### src/rtl/input_conditioner_pkg.sv
// Shared definitions for the input conditioner.
//   DefaultDebounceCycles : default for DEBOUNCE_CYCLES
//   ch_state_e            : per-channel debounce state, 2-bit encoding
package input_conditioner_pkg;

  localparam int unsigned DefaultDebounceCycles = 4;

  // Bit 1 is the debounced output level in every state, so the channel can
  // drive its output straight from the state register.
  typedef enum logic [1:0] {
    StStableLo = 2'b00,
    StPendHi   = 2'b01,
    StStableHi = 2'b10,
    StPendLo   = 2'b11
  } ch_state_e;

endpackage

### src/rtl/debounce_channel.sv
// One debounced input channel: 2-flop synchronizer, mismatch counter,
// 4-state debounce FSM and a one-cycle change pulse.
//   clk_i   : system clock, rising edge
//   rst_i   : asynchronous active-high reset
//   raw_i   : raw asynchronous contact
//   level_o : debounced level (registered)
//   edge_o  : one-cycle pulse in the cycle after level_o changes (registered)
module debounce_channel
  import input_conditioner_pkg::*;
#(
  parameter int unsigned DEBOUNCE_CYCLES = DefaultDebounceCycles
) (
  input  logic clk_i,
  input  logic rst_i,
  input  logic raw_i,
  output logic level_o,
  output logic edge_o
);

  localparam int unsigned CntW = $clog2(DEBOUNCE_CYCLES);
  localparam logic [CntW-1:0] CntLast = CntW'(DEBOUNCE_CYCLES - 1);
  localparam logic [CntW-1:0] CntOne  = CntW'(1);

  logic [1:0]      sync_q;
  logic [CntW-1:0] cnt_q, cnt_d;
  ch_state_e       state_q, state_d;
  logic            edge_q, edge_d;
  logic            synced;
  logic            terminal;

  assign synced   = sync_q[1];
  assign terminal = (cnt_q == CntLast);

  always_ff @(posedge clk_i or posedge rst_i) begin
    if (rst_i) begin
      sync_q  <= 2'b00;
      cnt_q   <= '0;
      state_q <= StStableLo;
      edge_q  <= 1'b0;
    end else begin
      sync_q  <= {sync_q[0], raw_i};
      cnt_q   <= cnt_d;
      state_q <= state_d;
      edge_q  <= edge_d;
    end
  end

  // Count is zero in both stable states, so the first mismatch edge counts 1.
  // Any edge where the synced value agrees again drops the count.
  always_comb begin
    state_d = state_q;
    cnt_d   = '0;
    edge_d  = 1'b0;
    unique case (state_q)
      StStableLo: begin
        if (synced) begin
          state_d = StPendHi;
          cnt_d   = CntOne;
        end
      end
      StPendHi: begin
        if (!synced) begin
          state_d = StStableLo;
        end else if (terminal) begin
          state_d = StStableHi;
          edge_d  = 1'b1;
        end else begin
          cnt_d = cnt_q + CntOne;
        end
      end
      StStableHi: begin
        if (!synced) begin
          state_d = StPendLo;
          cnt_d   = CntOne;
        end
      end
      StPendLo: begin
        if (synced) begin
          state_d = StStableHi;
        end else if (terminal) begin
          state_d = StStableLo;
          edge_d  = 1'b1;
        end else begin
          cnt_d = cnt_q + CntOne;
        end
      end
      default: state_d = StStableLo;
    endcase
  end

  assign level_o = state_q[1];
  assign edge_o  = edge_q;

endmodule

### src/rtl/input_conditioner.sv
// Debounces the S and I contacts for the downstream controller.
//   Clock  : system clock, rising edge
//   R      : asynchronous active-high reset
//   S_raw  : raw sensor contact      -> S, S_edge
//   I_raw  : raw enable contact      -> I, I_edge
//   S, I   : debounced registered levels
//   S_edge, I_edge : one-cycle pulse after the matching level changes
module input_conditioner
  import input_conditioner_pkg::*;
#(
  parameter int unsigned DEBOUNCE_CYCLES = DefaultDebounceCycles
) (
  input  logic Clock,
  input  logic R,
  input  logic S_raw,
  input  logic I_raw,
  output logic S,
  output logic I,
  output logic S_edge,
  output logic I_edge
);

  debounce_channel #(
    .DEBOUNCE_CYCLES(DEBOUNCE_CYCLES)
  ) u_s_chan (
    .clk_i  (Clock),
    .rst_i  (R),
    .raw_i  (S_raw),
    .level_o(S),
    .edge_o (S_edge)
  );

  debounce_channel #(
    .DEBOUNCE_CYCLES(DEBOUNCE_CYCLES)
  ) u_i_chan (
    .clk_i  (Clock),
    .rst_i  (R),
    .raw_i  (I_raw),
    .level_o(I),
    .edge_o (I_edge)
  );

endmodule

### config.mk
export PLATFORM = sky130hd
export DESIGN_NAME = input_conditioner
export DESIGN_NICKNAME = d
export VERILOG_FILES = /design/src/rtl/input_conditioner_pkg.sv /design/src/rtl/debounce_channel.sv /design/src/rtl/input_conditioner.sv
export SDC_FILE = /design/constraint.sdc
export NUM_CORES = 1
export LEC_CHECK = 0
export ABC_AREA = 1
export ABC_CLOCK_PERIOD_IN_PS = 1000
export BUFFER_PORTS_ARGS = -buffer_cell sky130_fd_sc_hd__buf_2
export CORE_AREA = 5 5 42 44
export DETAILED_ROUTE_END_ITERATION = 10
export DIE_AREA = 0 0 47 49
export SLEW_MARGIN = 5
export SYNTH_ARGS = -nofsm -noshare
export SYNTH_HDL_FRONTEND = slang
export SYNTH_SLANG_ARGS = --single-unit
### constraint.sdc
create_clock -name Clock -period 1 [get_ports Clock]
set_input_delay 0.05 -clock Clock [delete_from_list [all_inputs] [get_ports Clock]]
set_output_delay 0.05 -clock Clock [all_outputs]
set_load 0.01 [all_outputs]
# After elaboration in Yosys (flattened, before gate mapping)
# Index checks and enable logic that the tools add are counted.
[totals] reg_bits=14 input_bits=4 wordCells=64
[classes] n_addsub=2 eq_ne=16 mux=34 reduce_logical=4
[ops] op="2-to-1 mux 2 bit" n=18
[ops] op="one-hot mux 2 bit (4 select lines)" n=4
[ops] op="== test 2 bit (second input constant)" n=6
[ops] op="2-to-1 mux 1 bit" n=10
[ops] op="AND reduction 4 bit" n=2
[ops] op="!= test 3 x 1 -> 1 bit (second input constant)" n=2
[ops] op="!= test 3 bit (second input constant)" n=2
[ops] op="adder 2 x 1 -> 2 bit (second input constant)" n=2
[ops] op="== test 2 x 1 -> 1 bit (second input constant)" n=2
[ops] op="logical NOT 2 bit" n=2
[ops] op="!= test 2 x 1 -> 1 bit (second input constant)" n=2
[ops] op="!= test 2 bit (second input constant)" n=2
[ops] op="one-hot mux 1 bit (2 select lines)" n=2

# Depth between registers and ports, before layout
[depth] depth_word=4 ltp_mapped=4 ltp_nobuf=4

# Cells and area by module
# Synthesis repeated with hierarchy kept, for this count alone.
[unflattened] cells_unflattened=52 area_unflattened_um2=528.0
[modules_own_cells] module="debounce_channel" instances=2 cells_each=26 area_each_um2=264.0 seq_area_each_um2=175.2

# Least setup slack after synthesis
# Ideal clock, no wire load.
[synth_timing] path_type="reg2reg" from="register u_s_chan.cnt_q[0]" to="register u_s_chan.state_q[0]" arrival_time_ps=779 path_slack_ps=150 path_stages_with_launch=5 path_buffers=0 synth_period_minus_slack_ps=850 path_cell_list="dfrtp_1 > ha_1 > nand2_1 > inv_1 > nor2_1"
[synth_between] elab_chain_len=3 elab_cells_between_ends=4
[synth_lines] element="start: declaration" line="debounce_channel.sv:25" source="logic [CntW-1:0] cnt_q, cnt_d;"
[synth_lines] element="start signal: assignment" line="debounce_channel.sv:42" source="cnt_q <= cnt_d;"
[synth_lines] element="== test 2 bit (*)" line="debounce_channel.sv:32" source="assign terminal = (cnt_q == CntLast);"
[synth_lines] element="!= test 3 x 1 -> 1 bit (no source line) / != test 3 bit (equally long branches)"
[synth_lines] element="AND reduction 4 bit (no source line) (*)"
[synth_lines] element="end signal: assignment" line="debounce_channel.sv:38" source="state_q <= StStableLo;"
[synth_lines] element="end signal: assignment" line="debounce_channel.sv:43" source="state_q <= state_d;"
[synth_lines] element="end: declaration" line="debounce_channel.sv:26" source="ch_state_e state_q, state_d;"
# Mark *: on every way between the ends. The rest lies on a longest branch, timed or not.
# A chain may end at the register's enable or synchronous reset.

# Worst setup path in the final report
# Same ends and word-level chain as after synthesis.

==> reports/qor.csv <==
stage,metric,value,unit
power_and_ir_drop,p_switching,0.0005076,W
logic_synthesis,yosysTopAreaCellShare,67.96,%
power_and_ir_drop,pwr-share-clk,18.5,%
logic_synthesis,synth.area.mux_share,0,%
clock_tree,clk_pin_slew,70,ps
timing,finClkSkew,2.434,ps
worst_setup_path,cpMaxStageDelayCell,dfrtp_1,
run_status,status,completed,
layout,layout-drive-gt1-share,23.81,%
logic_synthesis,yosys_warnings,0,
power_and_ir_drop,p_per_area,2501,mW/mm^2
run,cap_violations,0,
routing,viasPerCell,4.215,
logic_synthesis,syn_inst,50,
routing,drc,0,
die,fp.dieH,49,um
power_and_ir_drop,combPwrFrac,27.6,%
die,num_io_pins,8,
power_and_ir_drop,p_sw_share,32.44,%
layout,nets,71,
worst_setup_path,cp-end-kind,register,
logic_synthesis,synth-compound-area-share,1.942,%
logic_synthesis,synthTopCellsByArea,"dfrtp_1 (68%), nand2_1 (7.3%), inv_1 (6.6%), nor2_1 (6.6%), ha_1 (4.9%)",
placed_design,dpl.hpwl,530.2,um
timing,timing.final.hold_violations,0,
clock_tree,htree_levels,1,
logic_synthesis,yosys_register_bits,14,
routing,routedWlPerCell,9.190,um
clock_tree,clock_path_buffers,2,
placed_design,place_congestion,0.7320,
clock_tree,insertion_delay,260,ps
die,start_util,36.79,%
layout,final_cells,79,
hold_path,min_path_type,primary input to async pin,
routing,drt_iter0_drc,5,
routing,num_vias,333,
die,fp.dieArea,0.002303,mm^2
worst_setup_path,path_cells,ha_1 -> nand2_1 -> inv_1 -> nor2_1,
worst_setup_path,crit_path_start_kind,register,
layout,area_growth,21.36,%
power_and_ir_drop,leakagePower,0.3588,nW
clock_tree,cts-root-buf,clkbuf_4,
logic_synthesis,yosys.area.top_type,dfrtp_1,
power_and_ir_drop,p_seq_share,53.9,%
global_routing,grt_pass1_vias,337,
power_and_ir_drop,power.internal,0.001057,W
global_routing,grt_pass1_wl,1.359,mm
worst_setup_path,arrival,1130,ps
logic_synthesis,ys_types,8,
timing,setup_viol,0,
timing,hold_ws,350.4,ps
global_routing,antenna_found_initial,0,
timing,maxSlewHeadroom,65.16,%
timing,slew_violations,0,
clock_tree,clkSinkCount,14,
worst_setup_path,crit_required,1200,ps
worst_setup_path,cp_max_fo,4,
die,num_rows,14,
placed_design,placed_cells,73,
logic_synthesis,yosysSeqAreaShare,67.96,%
logic_synthesis,yosys.area_share.xor_xnor,0,%
die,core,0.001401,mm^2
logic_synthesis,synth_fa_ha_area_share,4.854,%
placed_design,place_ws,88.01,ps
timing,rsz0062_at_grt,no,
routing,drt_wl_total,726,um
routing,drt_first_pass_iters,4,
timing,period_minus_slack,933.9,ps
layout,diodes,0,
logic_synthesis,synth_top_family_by_area,simple AND/OR/NAND/NOR gates,
worst_setup_path,critical-path-max-stage-delay,390,ps
worst_setup_path,crit_type,register to register,
logic_synthesis,syn_area,515.5,um^2
routing,detail-route-antenna-nets,0,
clock_tree,cts_tree,yes,
power_and_ir_drop,vdd_ir_drop_max,0.9049,mV
logic_synthesis,synthSimpleGateAreaFrac,18.69,%
timing,worst_pin_slew,522.0,ps
logic_synthesis,syn-num-nets,56,
global_routing,grt_max_degree,15,
layout,fill_cells,146,
global_routing,grt_overflow_total,0,
timing,fin_crit_sh,93.39,%
timing,fmax,1071,MHz
timing,fin_ws,66.14,ps
logic_synthesis,syn_area_per_cell,10.31,um^2
timing,tns,0,ps
clock_tree,cts_buffers,3,
die,fp.dieW,47,um
placed_design,io_buffers,7,
global_routing,track_usage,8.405,%
-- per-layer routing --
metal / global-route usage, % / share of wire [%] / wire, um
met1: 10.30 / 47 / 338
met2: 11.76 / 45 / 324
met3: 3.321 / 6.6 / 48
met4: 5.530 / 1.9 / 14
met5: 0 / 0 / 0
-- cell families (layout without fill, tap and decap cells) --
| kind of cell | count (synthesis) | in the layout |
|---|---|---|
| flip-flops | 14 | 14 |
| adder cells (fa/ha/maj) | 2 | 2 |
| AO/OA/AOI/OAI | 2 | 2 |
| buffers and inverters | 9 | 22 |
| AND/OR/NAND/NOR | 23 | 23 |
-- power by group through the flow --
stage | Combinational (W) | Clock [W] | Sequential, W
finish | 0.000432 | 0.000290 | 0.000843
global route | 0.000510 | 0.000347 | 0.000858
CTS | 0.000435 | 0.000306 | 0.000840
detailed placement | 0.000425 | 0 | 0.000852
global placement | 0.000416 | 0 | 0.000846
floorplan | 0.000299 | 0 | 0.000851
-- cells in the mapped netlist --
| cell type | instances |
|---|---|
| ha_1 | 2 |
| inv_1 | 9 |
| dfrtp_1 | 14 |
| nand2_2 | 3 |
| nand2_1 | 10 |
| nor2_2 | 1 |
| o21ai_1 | 2 |
| nor2_1 | 9 |
-- path summary, 6_finish.rpt --
check                              startpoint                  end  slack, ps  depth (start not counted)
setup / recovery            u_s_chan.cnt_q[0]  u_s_chan.state_q[0]         70                          4
hold / removal                              R    u_s_chan.cnt_q[1]        350                          3
setup reg to reg            u_s_chan.cnt_q[0]  u_s_chan.state_q[0]         70                          4
hold reg to reg            u_s_chan.sync_q[0]   u_s_chan.sync_q[1]        360                          0
max in group asynchronous                   R   u_s_chan.sync_q[0]        300                          3
min in group Clock         u_s_chan.sync_q[0]   u_s_chan.sync_q[1]        360                          0
-- what timing repair did --
action | in CTS | in global routing
resized for setup | 0 | 1
hold buffers | 3 | 0
buffers inserted | 0 | 0
endpoints found under the hold margin | 16 | 0
setup endpoints to repair | 0 | 1
-- area by class of cell --
type | instances | area [um^2] | share of cell area, %
Timing Repair Buffer | 10 | 65.06 | 10.40
Tap cell | 16 | 20.02 | 3.200
Clock buffer | 3 | 22.52 | 3.600
Multi-Input combinational cell | 27 | 133.9 | 21.40
Sequential cell | 14 | 350.3 | 56.00
Inverter | 9 | 33.78 | 5.400
-- worst max-delay path, delay by kind of cell (launching register included) --
| family | cells | cell delay (ps) |
|---|---|---|
| simple gates | 2 | 210 |
| fa+ha+maj | 1 | 210 |
| buf+inv | 1 | 60 |
| flops | 1 | 390 |
-- placed cells by master, fill, tap and decap left out --
master and count:
dlygate4sd3_1 3, nor2_1 9, ha_1 2, nor2_2 1, buf_2 7, nand2_2 4, nand2_1 9, clkbuf_4 3
inv_1 9, o21ai_1 2, dfrtp_1 14
-- stage by stage --
| step | power (W) | utilization (%) | area (um^2) |
|---|---|---|---|
| floorplan | 0.001150 | - | 515.5 |
| global placement | 0.001262 | 40.71 | 570.5 |
| detailed placement | 0.001277 | 40.71 | 570.5 |
| CTS | 0.001581 | 44.46 | 623.1 |
| global route | 0.001715 | 44.64 | 625.6 |
| finish | 0.001565 | 44.64 | 625.6 |
(Power assumes the default switching activity.)
